**config.mk**
```make
export PLATFORM = sky130hd
export DESIGN_NAME = rd_wait_capture_flat
export DESIGN_NICKNAME = d
export VERILOG_FILES = /design/src/rtl/rd_wait_capture_if.sv /design/src/rtl/rd_wait_capture.sv /design/src/flat_wrapper.sv
export SDC_FILE = /design/constraint.sdc
export NUM_CORES = 1
export LEC_CHECK = 0
export CORE_MARGIN = 5
export CORE_UTILIZATION = 50
export CTS_CLUSTER_SIZE = 20
export DETAILED_ROUTE_END_ITERATION = 7
export GPL_ROUTABILITY_DRIVEN = 0
export MAX_ROUTING_LAYER = met4
export PLACE_DENSITY_LB_ADDON = 0.08
export SLEW_MARGIN = 20
export SYNTH_ARGS = -nofsm -noshare
export SYNTH_HDL_FRONTEND = slang
export SYNTH_SLANG_ARGS = --single-unit
export TNS_END_PERCENT = 50
```
**constraint.sdc**
```tcl
create_clock -name clk -period 1.9 [get_ports clk]
set_clock_uncertainty 0.2 [all_clocks]
set_input_delay 0.19 -clock clk [delete_from_list [all_inputs] [get_ports clk]]
set_output_delay 0.19 -clock clk [all_outputs]
set_load 0.005 [all_outputs]
```
**src/rtl/rd_wait_capture_if.sv**
```systemverilog
// Sequencer-facing strobes plus the captured-word valid/ready port of rd_wait_capture.
// master = sequencer/consumer side, slave = rd_wait_capture.
interface rd_wait_capture_if #(
    parameter int DW = 8,
    parameter int AW = 2
);
    logic          rd;
    logic          ds;
    logic [DW-1:0] mem_data;
    logic          ws;
    logic [DW-1:0] out_data;
    logic          out_valid;
    logic          out_ready;
    logic [AW:0]   level;
    logic          err;

    modport master (
        output rd, ds, mem_data, out_ready,
        input  ws, out_data, out_valid, level, err
    );

    modport slave (
        input  rd, ds, mem_data, out_ready,
        output ws, out_data, out_valid, level, err
    );
endinterface

```
**src/rtl/rd_wait_capture.sv**
```systemverilog
// Inserts WAIT_CYCLES ws retries per read burst and captures mem_data into a DEPTH FIFO; RD_WAIT_CAPTURE_PCHK_EN adds a sticky protocol checker on err.
// Latency: release DLY at edge N -> out_valid after edge N+1 (empty FIFO).
// Backpressure: out_valid/out_ready pop; a full FIFO holds the sequencer in ws=1 until a slot frees.
module rd_wait_capture #(
    parameter int WAIT_CYCLES = 2,
    parameter int DW          = 8,
    parameter int DEPTH       = 4,
    parameter int AW          = 2
) (
    input  logic            clk,
    input  logic            reset,
    rd_wait_capture_if.slave bus
);
    localparam logic [7:0] WAIT_INIT = 8'(WAIT_CYCLES);
    localparam logic [AW:0] FULL     = (AW+1)'(DEPTH);

    logic          ph;
    logic          ws_q;
    logic [7:0]    cnt;
    logic [AW-1:0] wr_ptr;
    logic [AW-1:0] rd_ptr;
    logic [AW:0]   level_q;
    logic          out_valid_q;
    logic [DW-1:0] out_data_q;
    logic [DW-1:0] mem [DEPTH];

    logic          read_cyc;
    logic          dly_cyc;
    logic          push;
    logic          pop;
    logic [AW:0]   level_nxt;
    logic [AW-1:0] rd_ptr_nxt;

    always_comb begin
        read_cyc   = bus.rd & ~ph;
        dly_cyc    = bus.rd & ph;
        push       = dly_cyc & ~ws_q;
        pop        = out_valid_q & bus.out_ready;
        level_nxt  = level_q - (AW+1)'(pop);
        rd_ptr_nxt = rd_ptr + AW'(pop);
    end

    always_ff @(posedge clk or posedge reset) begin
        if (reset) begin
            ph          <= 1'b0;
            ws_q        <= 1'b0;
            cnt         <= WAIT_INIT;
            wr_ptr      <= '0;
            rd_ptr      <= '0;
            level_q     <= '0;
            out_valid_q <= 1'b0;
            out_data_q  <= '0;
        end else begin
            ph   <= read_cyc;
            // Level after this cycle's pop: a full FIFO must not accept the coming DLY push.
            ws_q <= read_cyc & ((cnt != 8'd0) | (level_nxt == FULL));

            if (bus.ds)
                cnt <= WAIT_INIT;
            else if (dly_cyc & ws_q & (cnt != 8'd0))
                cnt <= cnt - 8'd1;

            if (push)
                wr_ptr <= wr_ptr + AW'(1);
            rd_ptr  <= rd_ptr_nxt;
            level_q <= level_nxt + (AW+1)'(push);

            // Only words already stored before this edge become visible, so a
            // fresh push shows up one cycle later and never reads a word in flight.
            out_valid_q <= (level_nxt != '0);
            if (level_nxt != '0)
                out_data_q <= mem[rd_ptr_nxt];
        end
    end

    always_ff @(posedge clk) begin
        if (push)
            mem[wr_ptr] <= bus.mem_data;
    end

    assign bus.ws        = ws_q;
    assign bus.out_valid = out_valid_q;
    assign bus.out_data  = out_data_q;
    assign bus.level     = level_q;

`ifdef RD_WAIT_CAPTURE_PCHK_EN
    logic prev_rel;
    logic err_q;

    always_ff @(posedge clk or posedge reset) begin
        if (reset) begin
            prev_rel <= 1'b0;
            err_q    <= 1'b0;
        end else begin
            prev_rel <= push;
            if ((bus.ds & ~prev_rel) | (~bus.rd & ph) | (bus.rd & bus.ds))
                err_q <= 1'b1;
        end
    end

    assign bus.err = err_q;
`else
    assign bus.err = 1'b0;
`endif
endmodule

```
**src/flat_wrapper.sv**
```systemverilog
// flat-port wrapper written by rule: the top's interface ports become plain ports
module rd_wait_capture_flat 
#(
    parameter int WAIT_CYCLES = 2,
    parameter int DW          = 8,
    parameter int DEPTH       = 4,
    parameter int AW          = 2
)
  (clk, reset, bus_rd, bus_ds, bus_mem_data, bus_out_ready, bus_ws, bus_out_data, bus_out_valid, bus_level, bus_err);
  rd_wait_capture_if #(.DW(DW), .AW(AW)) bus_i ();
  input  logic clk;
  input  logic reset;
  input wire logic [$bits(bus_i.rd)-1:0] bus_rd;
  input wire logic [$bits(bus_i.ds)-1:0] bus_ds;
  input wire logic [$bits(bus_i.mem_data)-1:0] bus_mem_data;
  input wire logic [$bits(bus_i.out_ready)-1:0] bus_out_ready;
  output wire logic [$bits(bus_i.ws)-1:0] bus_ws;
  output wire logic [$bits(bus_i.out_data)-1:0] bus_out_data;
  output wire logic [$bits(bus_i.out_valid)-1:0] bus_out_valid;
  output wire logic [$bits(bus_i.level)-1:0] bus_level;
  output wire logic [$bits(bus_i.err)-1:0] bus_err;
  assign bus_i.rd = bus_rd;
  assign bus_i.ds = bus_ds;
  assign bus_i.mem_data = bus_mem_data;
  assign bus_i.out_ready = bus_out_ready;
  assign bus_ws = bus_i.ws;
  assign bus_out_data = bus_i.out_data;
  assign bus_out_valid = bus_i.out_valid;
  assign bus_level = bus_i.level;
  assign bus_err = bus_i.err;
  rd_wait_capture #(.WAIT_CYCLES(WAIT_CYCLES), .DW(DW), .DEPTH(DEPTH), .AW(AW)) u_core (.clk(clk), .reset(reset), .bus(bus_i));
endmodule
```
==> metrics.md <==
| Metric | Value |
|---|---|
| Max frequency | `roughly 0.49 GHz` |
| CP Launch Type | `flop` |
| Drt first-iter violations | `96` |
| Yosys top cell by area | `edfxtp_1` |
| RR Endpoint | `u_core.bus.out_data[7]$_DFFE_PP0P_` |
| Vias after detailed routing | `1421` |
| Total Routing Usage GR | `0.176` |
| Max capacitance violation total | `0` |
| Async SR Flop Fraction | `0.448` |
| Post-Syn Area | `between 2000 and 2500 um2` |
| Setup-failing EPs final | `9` |
| Final worst setup slack | `-0.121 ns` |
| Clk_lat worst skew | `between 0.3 and 0.4 ns` |
| P per Cell Area | `1440 nW/um2` |
| Core area | `~4700 um2` |
| Final instance area | `approximately 3300 um2` |
| Fin. Hold Viols | `0` |
| Setup TNS | `-0.893 ns` |
| Min Tclk post-route | `around 2.0 ns` |
| Critical Path RT | `1.90 ns` |
| Die Ht | `between 70 and 80 um` |
| CP max stage delay | `0.50 ns` |
| Die Area | `6380 um2` |
| Clock root cell | `clkbuf_8` |
| Synthesized flop and latch total | `just under 60` |
| I/O pin cnt | `27` |
| Pin count of the biggest net entering global routing | `27` |
| Vias in the first global route | `approximately 1500` |
| CTS clk-pin slew, worst paths | `approximately 0.07 ns` |
| EDFF count, synth | `32` |
| Initial cell density of the core | `0.517` |
| Worst slack at placement | `-0.455 ns` |
| Initial antenna violation count | `0` |
| Unrepaired setup endpoints after global routing | `true` |
| Area contributors post-synth | `edfxtp_1 39%, dfrtp_1 26%, mux4_2 7.4%` |
| R2r setup slk | `-0.12 ns` |
| Tot Pwr | `~4.7 mW` |
| Leakage power | `approximately 1.3 nW` |
| ANT nets after route | `0` |
| Initial DRT Pass Iterations | `4` |
| Final period util | `1.06` |
| Final Max Tran Viols | `0` |
| Outcome | `finished, violations left` |
| WHS | `between 0.03 and 0.04 ns` |
| Die width | `between 70 and 80 um` |
| CTS buffer count | `9` |
| Post-Synthesis Cells | `approximately 150` |
| Crit path kind | `reg -> reg` |
| Placed cell areas | `about 2900 um2` |
| Top Family by Delay on Critical Path | `multiplexers` |
| Critical path arrival | `between 2 and 2.5 ns` |
| WP buf/inv | `1` |
| DR WL/cell | `approximately 17 um` |
| Most common cell after layout, fill and taps aside | `edfxtp_1` |
| Post-synthesis sequential area ratio | `0.661` |
| Highest-count cells in the layout ignoring fill and taps | `32 x edfxtp_1, 25 x clkdlybuf4s50_1, 25 x dfrtp_1` |
| Total global routing overflow | `0` |
| Routed vias/inst | `slightly above 5` |
| Max H-tree Level | `3` |
| Layout Utilization | `0.695` |
| Synthesized Nets | `177` |
| Non-Filler Instances | `roughly 280` |
| IO Port Bufs | `25` |
| Distinct cells, synth | `36` |
| Most used DFF post-synth | `edfxtp_1` |
| Clock sink count | `58` |
| CTS max path bufs | `2` |
| Drt drc | `0` |
| Post-DP HPWL | `3.05 mm` |
| Crit Path Max Fanout | `4` |
| # rows | `25` |
| First-pass GRT wire length | `about 8 mm` |
| Failing checks | `negative setup slack` |
| Worst Setup End Kind | `flop` |
| Mapped Avg Cell Area | `about 16 um2` |
| N_diodes | `0` |
| Worst reg2reg startpoint | `u_core.bus.out_valid$_DFF_PP0_` |
| Share of cells above drive strength 1 | `0.300` |
| Routed wire length | `4.80 mm` |
| Max VDD drop | `about 0.00093 V` |
| Worst r2r path cells | `5` |
| Yosys Warn Count | `0` |
| Hold crit path type | `in -> async` |
| Cell Chain, Critical Path | `and2_4, ha_4, buf_6, mux4_2, mux2_4` |
| Syn-to-layout area delta | `34.5%` |
| Fin nets | `about 230` |
| Yosys top cell area share | `0.394` |
| CTS tree | `done` |
| Slowest CP cell | `mux4_2` |
| Placed instance count | `~260` |
-- final cells by class --
class,count,area [um2]
sequential,58,1610
fill,320,1440
multi-input combinational,81,870
timing repair buffer,43,452
clock buffer,11,141
tap,67,83.8
clock inverter,5,77.6
inverter,12,45.0
-- power by group --
group / switching, mW / internal [mW] / total (mW) / leakage (nW)
clock: 0.474 / 0.770 / 1.24 / 0.109
sequential: 0.130 / 1.56 / 1.69 / 0.607
combinational: 0.678 / 1.10 / 1.78 / 0.577
total: 1.28 / 3.43 / 4.71 / 1.29
-- worst min-delay path, cell delays in order --
cell,delay [ns]
clkdlybuf4s50_1,0.40
inv_1,0.05
buf_4,0.33
-- Yosys cell counts (2+ instances only) --
cell,number
nor2_1,9
xnor2_1,4
inv_1,12
edfxtp_1,32
mux2i_1,3
nand2_1,3
nand3_1,2
dfrtp_1,25
mux2_2,8
a21oi_1,4
mux4_2,8
and2_1,6
o21a_1,2
ha_1,11
nor3_1,3
-- cells by family (layout without fill, tap and decap cells) --
logic type,Yosys count,in the layout,share of synthesized area
flops,58,58,0.661
fa+ha+maj,11,11,0.0564
xor+xnor,5,5,0.0210
simple gates,32,33,0.0795
compound gates,12,12,0.0323
buf+inv,15,71,0.0251
mux,19,19,0.123
other cells,1,1,0.00154
-- worst max path at each step --
stage / start / end / slack [ns] / depth (start not counted)
after floorplan: u_core.bus.out_valid$_DFF_PP0_ / u_core.bus.out_data[0]$_DFFE_PP0P_ / -0.07 / 5
after global placement: bus_out_ready / u_core.bus.out_data[3]$_DFFE_PP0P_ / -0.41 / 7
after detailed placement: bus_out_ready / u_core.bus.out_data[4]$_DFFE_PP0P_ / -0.45 / 7
after CTS: u_core.bus.out_valid$_DFF_PP0_ / u_core.bus.out_data[4]$_DFFE_PP0P_ / -0.12 / 5
after global routing: u_core.bus.out_valid$_DFF_PP0_ / u_core.bus.ws$_DFF_PP0_ / -0.18 / 8
final: u_core.bus.out_valid$_DFF_PP0_ / u_core.bus.out_data[7]$_DFFE_PP0P_ / -0.12 / 5
-- registers in the layout, indices dropped and copies added (netlist names), 2 cells and up --
| signal | cells |
|---|---|
| u_core.rd_ptr | 2 |
| u_core.cnt | 8 |
| u_core.mem | 32 |
| u_core.wr_ptr | 2 |
| u_core.bus.level | 3 |
| u_core.bus.out_data | 8 |
-- timing repair --
| action | in CTS | in global routing |
|---|---|---|
| setup endpoints to repair | 10 | 14 |
| pin swaps | 5 | 2 |
| hold buffers | 0 | 0 |
| buffers inserted | 3 | 0 |
| resized for setup | 9 | 7 |
| cloned | 1 | 0 |
-- metal layers --
| layer | vias up | wire, um | global-route usage |
|---|---|---|---|
| li1 | 669 | - | - |
| met1 | 726 | 2130 | 0.231 |
| met2 | 20 | 2520 | 0.273 |
| met3 | 6 | 107 | 0.0350 |
| met4 | 0 | 43 | 0.0659 |
| met5 | - | 0 | - |
Power figures use the tool's default switching activity.
